===== src/rtl/dmem_pkg.sv =====
// Shared types and constants for the data-memory arbiter.
// Imported by the picker and the arbiter top.
package dmem_pkg;

    localparam int DATA_W       = 32;
    localparam int ADDR_W       = 32;
    localparam int STARVE_CNT_W = 8;

    localparam logic PORT0 = 1'b0;
    localparam logic PORT1 = 1'b1;

    typedef enum logic [1:0] {
        IDLE = 2'd0,
        OWN0 = 2'd1,
        OWN1 = 2'd2
    } state_e;

endpackage


===== src/rtl/dmem_arbiter_rr_pick2.sv =====
// Two-way combinational picker: round-robin on last winner,
// or port-0 priority with a forced port-1 override.
module rr_pick2
    import dmem_pkg::*;
(
    input  logic [1:0] req,
    input  logic       last,
    input  logic       mode,
    input  logic       force1,
    output logic [1:0] gnt
);

    always_comb begin
        gnt = 2'b00;
        if (req != 2'b11) begin
            gnt = req;
        end else if (mode) begin
            gnt = force1 ? 2'b10 : 2'b01;
        end else begin
            gnt = (last == PORT0) ? 2'b10 : 2'b01;
        end
    end

endmodule


===== src/rtl/dmem_arbiter.sv =====
// Two-port arbiter in front of a single-port data memory,
// with lock ownership, starvation guard and registered read return.
module dmem_arbiter
    import dmem_pkg::*;
#(
    parameter int PRIO_MODE  = 0,
    parameter int STARVE_MAX = 8
) (
    input  logic        clk,
    input  logic        rst_n,
    input  logic        p0_req,
    input  logic        p0_we,
    input  logic        p0_lock,
    input  logic [31:0] p0_addr,
    input  logic [31:0] p0_wdata,
    output logic        p0_gnt,
    output logic        p0_rvalid,
    output logic [31:0] p0_rdata,
    input  logic        p1_req,
    input  logic        p1_we,
    input  logic        p1_lock,
    input  logic [31:0] p1_addr,
    input  logic [31:0] p1_wdata,
    output logic        p1_gnt,
    output logic        p1_rvalid,
    output logic [31:0] p1_rdata,
    output logic [31:0] mem_addr,
    output logic [31:0] mem_wdata,
    output logic        mem_we,
    input  logic [31:0] mem_rdata
);

    localparam logic MODE = (PRIO_MODE == 1);
    localparam logic [STARVE_CNT_W-1:0] STARVE_LIM =
        STARVE_CNT_W'(STARVE_MAX);

    state_e state_q, state_d;
    logic   last_q, last_d;
    logic [STARVE_CNT_W-1:0] starve_q, starve_d;
    logic        rvalid0_q, rvalid0_d;
    logic        rvalid1_q, rvalid1_d;
    logic [DATA_W-1:0] rdata0_q, rdata0_d;
    logic [DATA_W-1:0] rdata1_q, rdata1_d;

    logic [1:0] pick_gnt;
    logic [1:0] gnt;
    logic       force1;

    assign force1 = MODE && (starve_q >= STARVE_LIM);

    rr_pick2 u_pick (
        .req    ({p1_req, p0_req}),
        .last   (last_q),
        .mode   (MODE),
        .force1 (force1),
        .gnt    (pick_gnt)
    );

    // Owner states grant only the owner, even when it idles a cycle.
    always_comb begin
        gnt = 2'b00;
        unique case (state_q)
            OWN0:    gnt = {1'b0, p0_req};
            OWN1:    gnt = {p1_req, 1'b0};
            default: gnt = pick_gnt;
        endcase
        if (!rst_n) gnt = 2'b00;
    end

    always_comb begin
        mem_addr  = '0;
        mem_wdata = '0;
        mem_we    = 1'b0;
        if (gnt[0]) begin
            mem_addr  = p0_addr;
            mem_wdata = p0_wdata;
            mem_we    = p0_we;
        end else if (gnt[1]) begin
            mem_addr  = p1_addr;
            mem_wdata = p1_wdata;
            mem_we    = p1_we;
        end
    end

    always_comb begin
        state_d   = state_q;
        last_d    = last_q;
        starve_d  = starve_q;
        rvalid0_d = gnt[0] & ~p0_we;
        rvalid1_d = gnt[1] & ~p1_we;
        rdata0_d  = rvalid0_d ? mem_rdata : rdata0_q;
        rdata1_d  = rvalid1_d ? mem_rdata : rdata1_q;

        unique case (state_q)
            OWN0: if (!p0_lock) state_d = IDLE;
            OWN1: if (!p1_lock) state_d = IDLE;
            default: begin
                if (gnt[0] && p0_lock) state_d = OWN0;
                else if (gnt[1] && p1_lock) state_d = OWN1;
            end
        endcase

        if (gnt[0]) last_d = PORT0;
        else if (gnt[1]) last_d = PORT1;

        if (gnt[1]) starve_d = '0;
        else if (p1_req && starve_q != '1) starve_d = starve_q + 1'b1;
    end

    always_ff @(posedge clk or negedge rst_n) begin
        if (!rst_n) begin
            state_q   <= IDLE;
            last_q    <= PORT1;
            starve_q  <= '0;
            rvalid0_q <= 1'b0;
            rvalid1_q <= 1'b0;
            rdata0_q  <= '0;
            rdata1_q  <= '0;
        end else begin
            state_q   <= state_d;
            last_q    <= last_d;
            starve_q  <= starve_d;
            rvalid0_q <= rvalid0_d;
            rvalid1_q <= rvalid1_d;
            rdata0_q  <= rdata0_d;
            rdata1_q  <= rdata1_d;
        end
    end

    assign p0_gnt    = gnt[0];
    assign p1_gnt    = gnt[1];
    assign p0_rvalid = rvalid0_q;
    assign p1_rvalid = rvalid1_q;
    assign p0_rdata  = rdata0_q;
    assign p1_rdata  = rdata1_q;

endmodule


===== config.mk =====
export PLATFORM = sky130hd
export DESIGN_NAME = dmem_arbiter
export DESIGN_NICKNAME = d
export VERILOG_FILES = /design/src/rtl/dmem_pkg.sv /design/src/rtl/dmem_arbiter_rr_pick2.sv /design/src/rtl/dmem_arbiter.sv
export SDC_FILE = /design/constraint.sdc
export NUM_CORES = 1
export LEC_CHECK = 0
export CORE_AREA = 4 4 114 116
export DETAILED_ROUTE_END_ITERATION = 8
export DIE_AREA = 0 0 118 120
export PLACE_DENSITY = 0.77
export SLEW_MARGIN = 20
export SYNTH_ARGS = -nofsm -noshare
export SYNTH_HDL_FRONTEND = slang
export SYNTH_SLANG_ARGS = --single-unit

===== constraint.sdc =====
create_clock -name clk -period 2.2 [get_ports clk]
set_input_delay 0.22 -clock clk [delete_from_list [all_inputs] [get_ports clk]]
set_output_delay 0.22 -clock clk [all_outputs]
set_load 0.01 [all_outputs]

==> results.py <==
metrics = {
    "global_routing": {
        "grt_max_degree": 71,
        "grt_pass1_vias": 3731,
        "grt_usage_pct": 21.1,
        "antenna_found_initial": 3,
        "grt_overflow_total": 0,
        "grt_pass1_wl_um": 23000,
    },
    "critical_path": {
        "critPathMaxStageDelay_ps": 380,
        "critPathArrivalTime_ps": 2390,
        "path_cells": "inv_2 -> ha_4 -> and3b_2 -> nor2_4 -> nor2_4 -> buf_4 -> buf_6 -> buf_6 -> buf_6 -> buf_8 -> a22o_4 -> buf_6",
        "cp_common_cell": "buf_6",
        "required_ps": 1980,
        "cp_slowest_cell": "dfrtp_1",
        "crit_fanout": 8,
        "worst_setup_path_end_kind": "output port",
        "path_class": "register to output port",
        "path_delay_family": "buffers and inverters",
        "start_kind": "register",
        "critical_path_buf_inv_count": 7,
    },
    "drt": {
        "wl_met1_um": 6060,
        "wl_per_cell_um": 22.4,
        "met3WireLength_um": 1310,
        "drc_errors": 0,
        "dr.pass1.iters": 4,
        "top_layer": "met4",
        "viasPerCell": 4.88,
        "wl_met2_um": 8420,
        "drtAntennaViolNets": 0,
        "first_iter_violations": 167,
        "wirelength_um": 16100,
        "vias": 3505,
    },
    "synth": {
        "yosys_warnings": 0,
        "ys_seq_area_share_pct": 51.3,
        "synth_area_sq_um": 3370,
        "netlist_instances": 244,
        "avgSynthCellArea_sq_um": 13.8,
        "yosysUniqueCellTypes": 28,
        "ys_ff_latch": 69,
        "syn-num-nets": 415,
    },
    "die": {
        "fp.dieW_um": 118,
        "core_sq_um": 11900,
        "die_y_um": 120,
        "dieArea_sq_um": 14200,
        "rows": 40,
        "initial_core_util_pct": 28.3,
        "ios": 301,
    },
    "pwr": {
        "irDropWorstVdd_v": 0.000908,
        "power_switching_mw": 2.55,
        "p_int_mw": 5.48,
        "cellPowerDensity_nw_per_um2": 1180,
        "clkPwrFrac_pct": 19.7,
        "p_comb_share_pct": 52.6,
        "leakage_nw": 3.01,
        "p_sw_share_pct": 31.8,
        "p_seq_share_pct": 27.7,
    },
    "cells_and_area": {
        "final_nets": 734,
        "drive_above_1_share_pct": 32.6,
        "fill_cells": 1007,
        "finalNonFillerCells": 718,
        "final_common_cell": "clkdlybuf4s50_1",
        "most-common-layout-cells": "232 x clkdlybuf4s50_1, 68 x dfrtp_1, 64 x a22o_1",
        "synthToLayoutAreaGrowth_pct": 102,
    },
    "clock_tree": {
        "cts_buffers": 9,
        "cts.htree.levels": 3,
        "cts.sinks": 69,
        "cts_root_buf": "clkbuf_16",
        "cts_tree": "done",
        "clock_path_buffers": 2,
        "clk_latency_ps": 320,
        "clk_pin_slew_worst_paths_ps": 60,
    },
    "timing": {
        "fin_worst_skew_ps": 3.38,
        "fin_crit_sh_pct": 118,
        "slew_violations": 0,
        "setup_ws_ps": -406,
        "fin_tns_setup_ps": -7130,
        "hold_viol_final": 0,
        "max_freq_mhz": 384,
        "slew_headroom_pct": 42.9,
        "setup_viol": 55,
        "rsz0062_at_grt": "true",
        "worst_pin_slew_ps": 856,
        "period_needed_ps": 2610,
    },
    "placed_design": {
        "place_ws_ps": -239,
        "port-buffer-count": 300,
        "post-dp-hpwl_um": 12700,
        "dp_cells": 688,
        "gp_congestion": 0.921,
    },
    "hold_path": {
        "hp-class": "input pin to asynchronous set/reset pin",
    },
    "run": {
        "max_cap_violations": 0,
    },
    "run_status": {
        "status": "finished, violations left",
        "violations": "setup timing",
    },
}
==> state kept, by name, indices dropped and copies added, names as in the netlist <==
name and count:
p1_rdata 32, p0_rvalid 1, last_q 1, state_q 2
p1_rvalid 1, p0_rdata 32
==> metal layers <==
metal  GRT usage, %  vias up
met1           24.0     1739
met3           7.26       16
met5              0        -
met2           38.2      168
li1               -     1582
met4           5.05        0
==> cell usage after synthesis <==
cell type | n | share of area, %
o211ai_2 | 1 | 0.37
a21o_1 | 1 | 0.22
o2bb2ai_1 | 1 | 0.26
a21oi_1 | 1 | 0.15
o21ai_0 | 2 | 0.30
nor3_4 | 1 | 0.48
mux2_2 | 63 | 21
o211ai_1 | 1 | 0.22
ha_1 | 3 | 1.1
a22oi_1 | 1 | 0.22
buf_1 | 1 | 0.11
clkbuf_1 | 3 | 0.33
nor2_4 | 2 | 0.67
nor3b_1 | 1 | 0.22
dfrtp_1 | 68 | 51
a32o_1 | 1 | 0.30
and2_1 | 1 | 0.19
and3b_2 | 1 | 0.30
dfstp_2 | 1 | 0.78
nor2_1 | 2 | 0.22
nand4_1 | 1 | 0.19
buf_2 | 4 | 0.59
a22o_1 | 65 | 17
buf_4 | 6 | 1.3
buf_6 | 6 | 2.0
mux2_1 | 1 | 0.33
inv_1 | 4 | 0.45
nand3_1 | 1 | 0.15
==> kinds of logic (layout without fill, tap and decap cells) <==
kind of cell	after synthesis	after routing	share of synthesized area (%)
DFF	69	69	51.3
buffers and inverters	24	348	4.83
adders and majority gates	3	3	1.11
other	0	3	0
AOI/OAI and AO/OA	74	74	18.9
muxes	64	64	21.4
and+or+nand+nor	10	10	2.41
==> layout make-up <==
class	instances	area, sq um	share of cell area, %
Antenna cell	3	7.51	0.110
Clock buffer	11	253	3.71
Clock inverter	5	82.6	1.21
Inverter	4	17.5	0.257
Multi-Input combinational cell	151	1530	22.4
Sequential cell	69	1730	25.4
Tap cell	147	184	2.70
Timing Repair Buffer	328	3010	44.2
==> power by group through the flow <==
stage	Clock [mW]	Sequential, mW	Combinational, mW
after global placement	0	2.20	4.22
after CTS	1.61	2.24	4.27
after floorplan	0	2.51	1.44
final	1.58	2.23	4.23
after detailed placement	0	2.24	4.30
after global routing	1.68	2.32	4.48
==> final timing paths <==
kind                            startpoint            end  slack [ps]  depth (start not counted)
worst max-delay path            state_q[0]  mem_wdata[31]        -410                         12
worst min-delay path                 rst_n    p1_rdata[4]         230                          2
worst max register to register  state_q[0]   p0_rdata[27]          90                          8
worst min register to register      last_q         last_q         470                          2
max in group asynchronous            rst_n    p0_rdata[9]        1430                          2
min in group clk                     rst_n         last_q         260                          3
==> metrics by stage <==
step	utilization, %	cell area, sq um	hold WS (ps)	power, mW
after floorplan	-	3370	-75.6	3.95
after global placement	55.3	6590	458	6.42
after detailed placement	55.3	6590	466	6.54
after CTS	57.4	6840	243	8.12
after global routing	57.2	6810	257	8.48
final	57.2	6810	227	8.04
==> timing repair <==
action | in CTS | in global routing
gates cloned | 1 | 2
endpoints found under the setup margin | 67 | 67
hold buffers | 0 | 0
resized for setup | 207 | 63
setup buffers | 7 | 4
pin swaps | 3 | 6
Note: power is estimated with default switching activity, not from simulation.
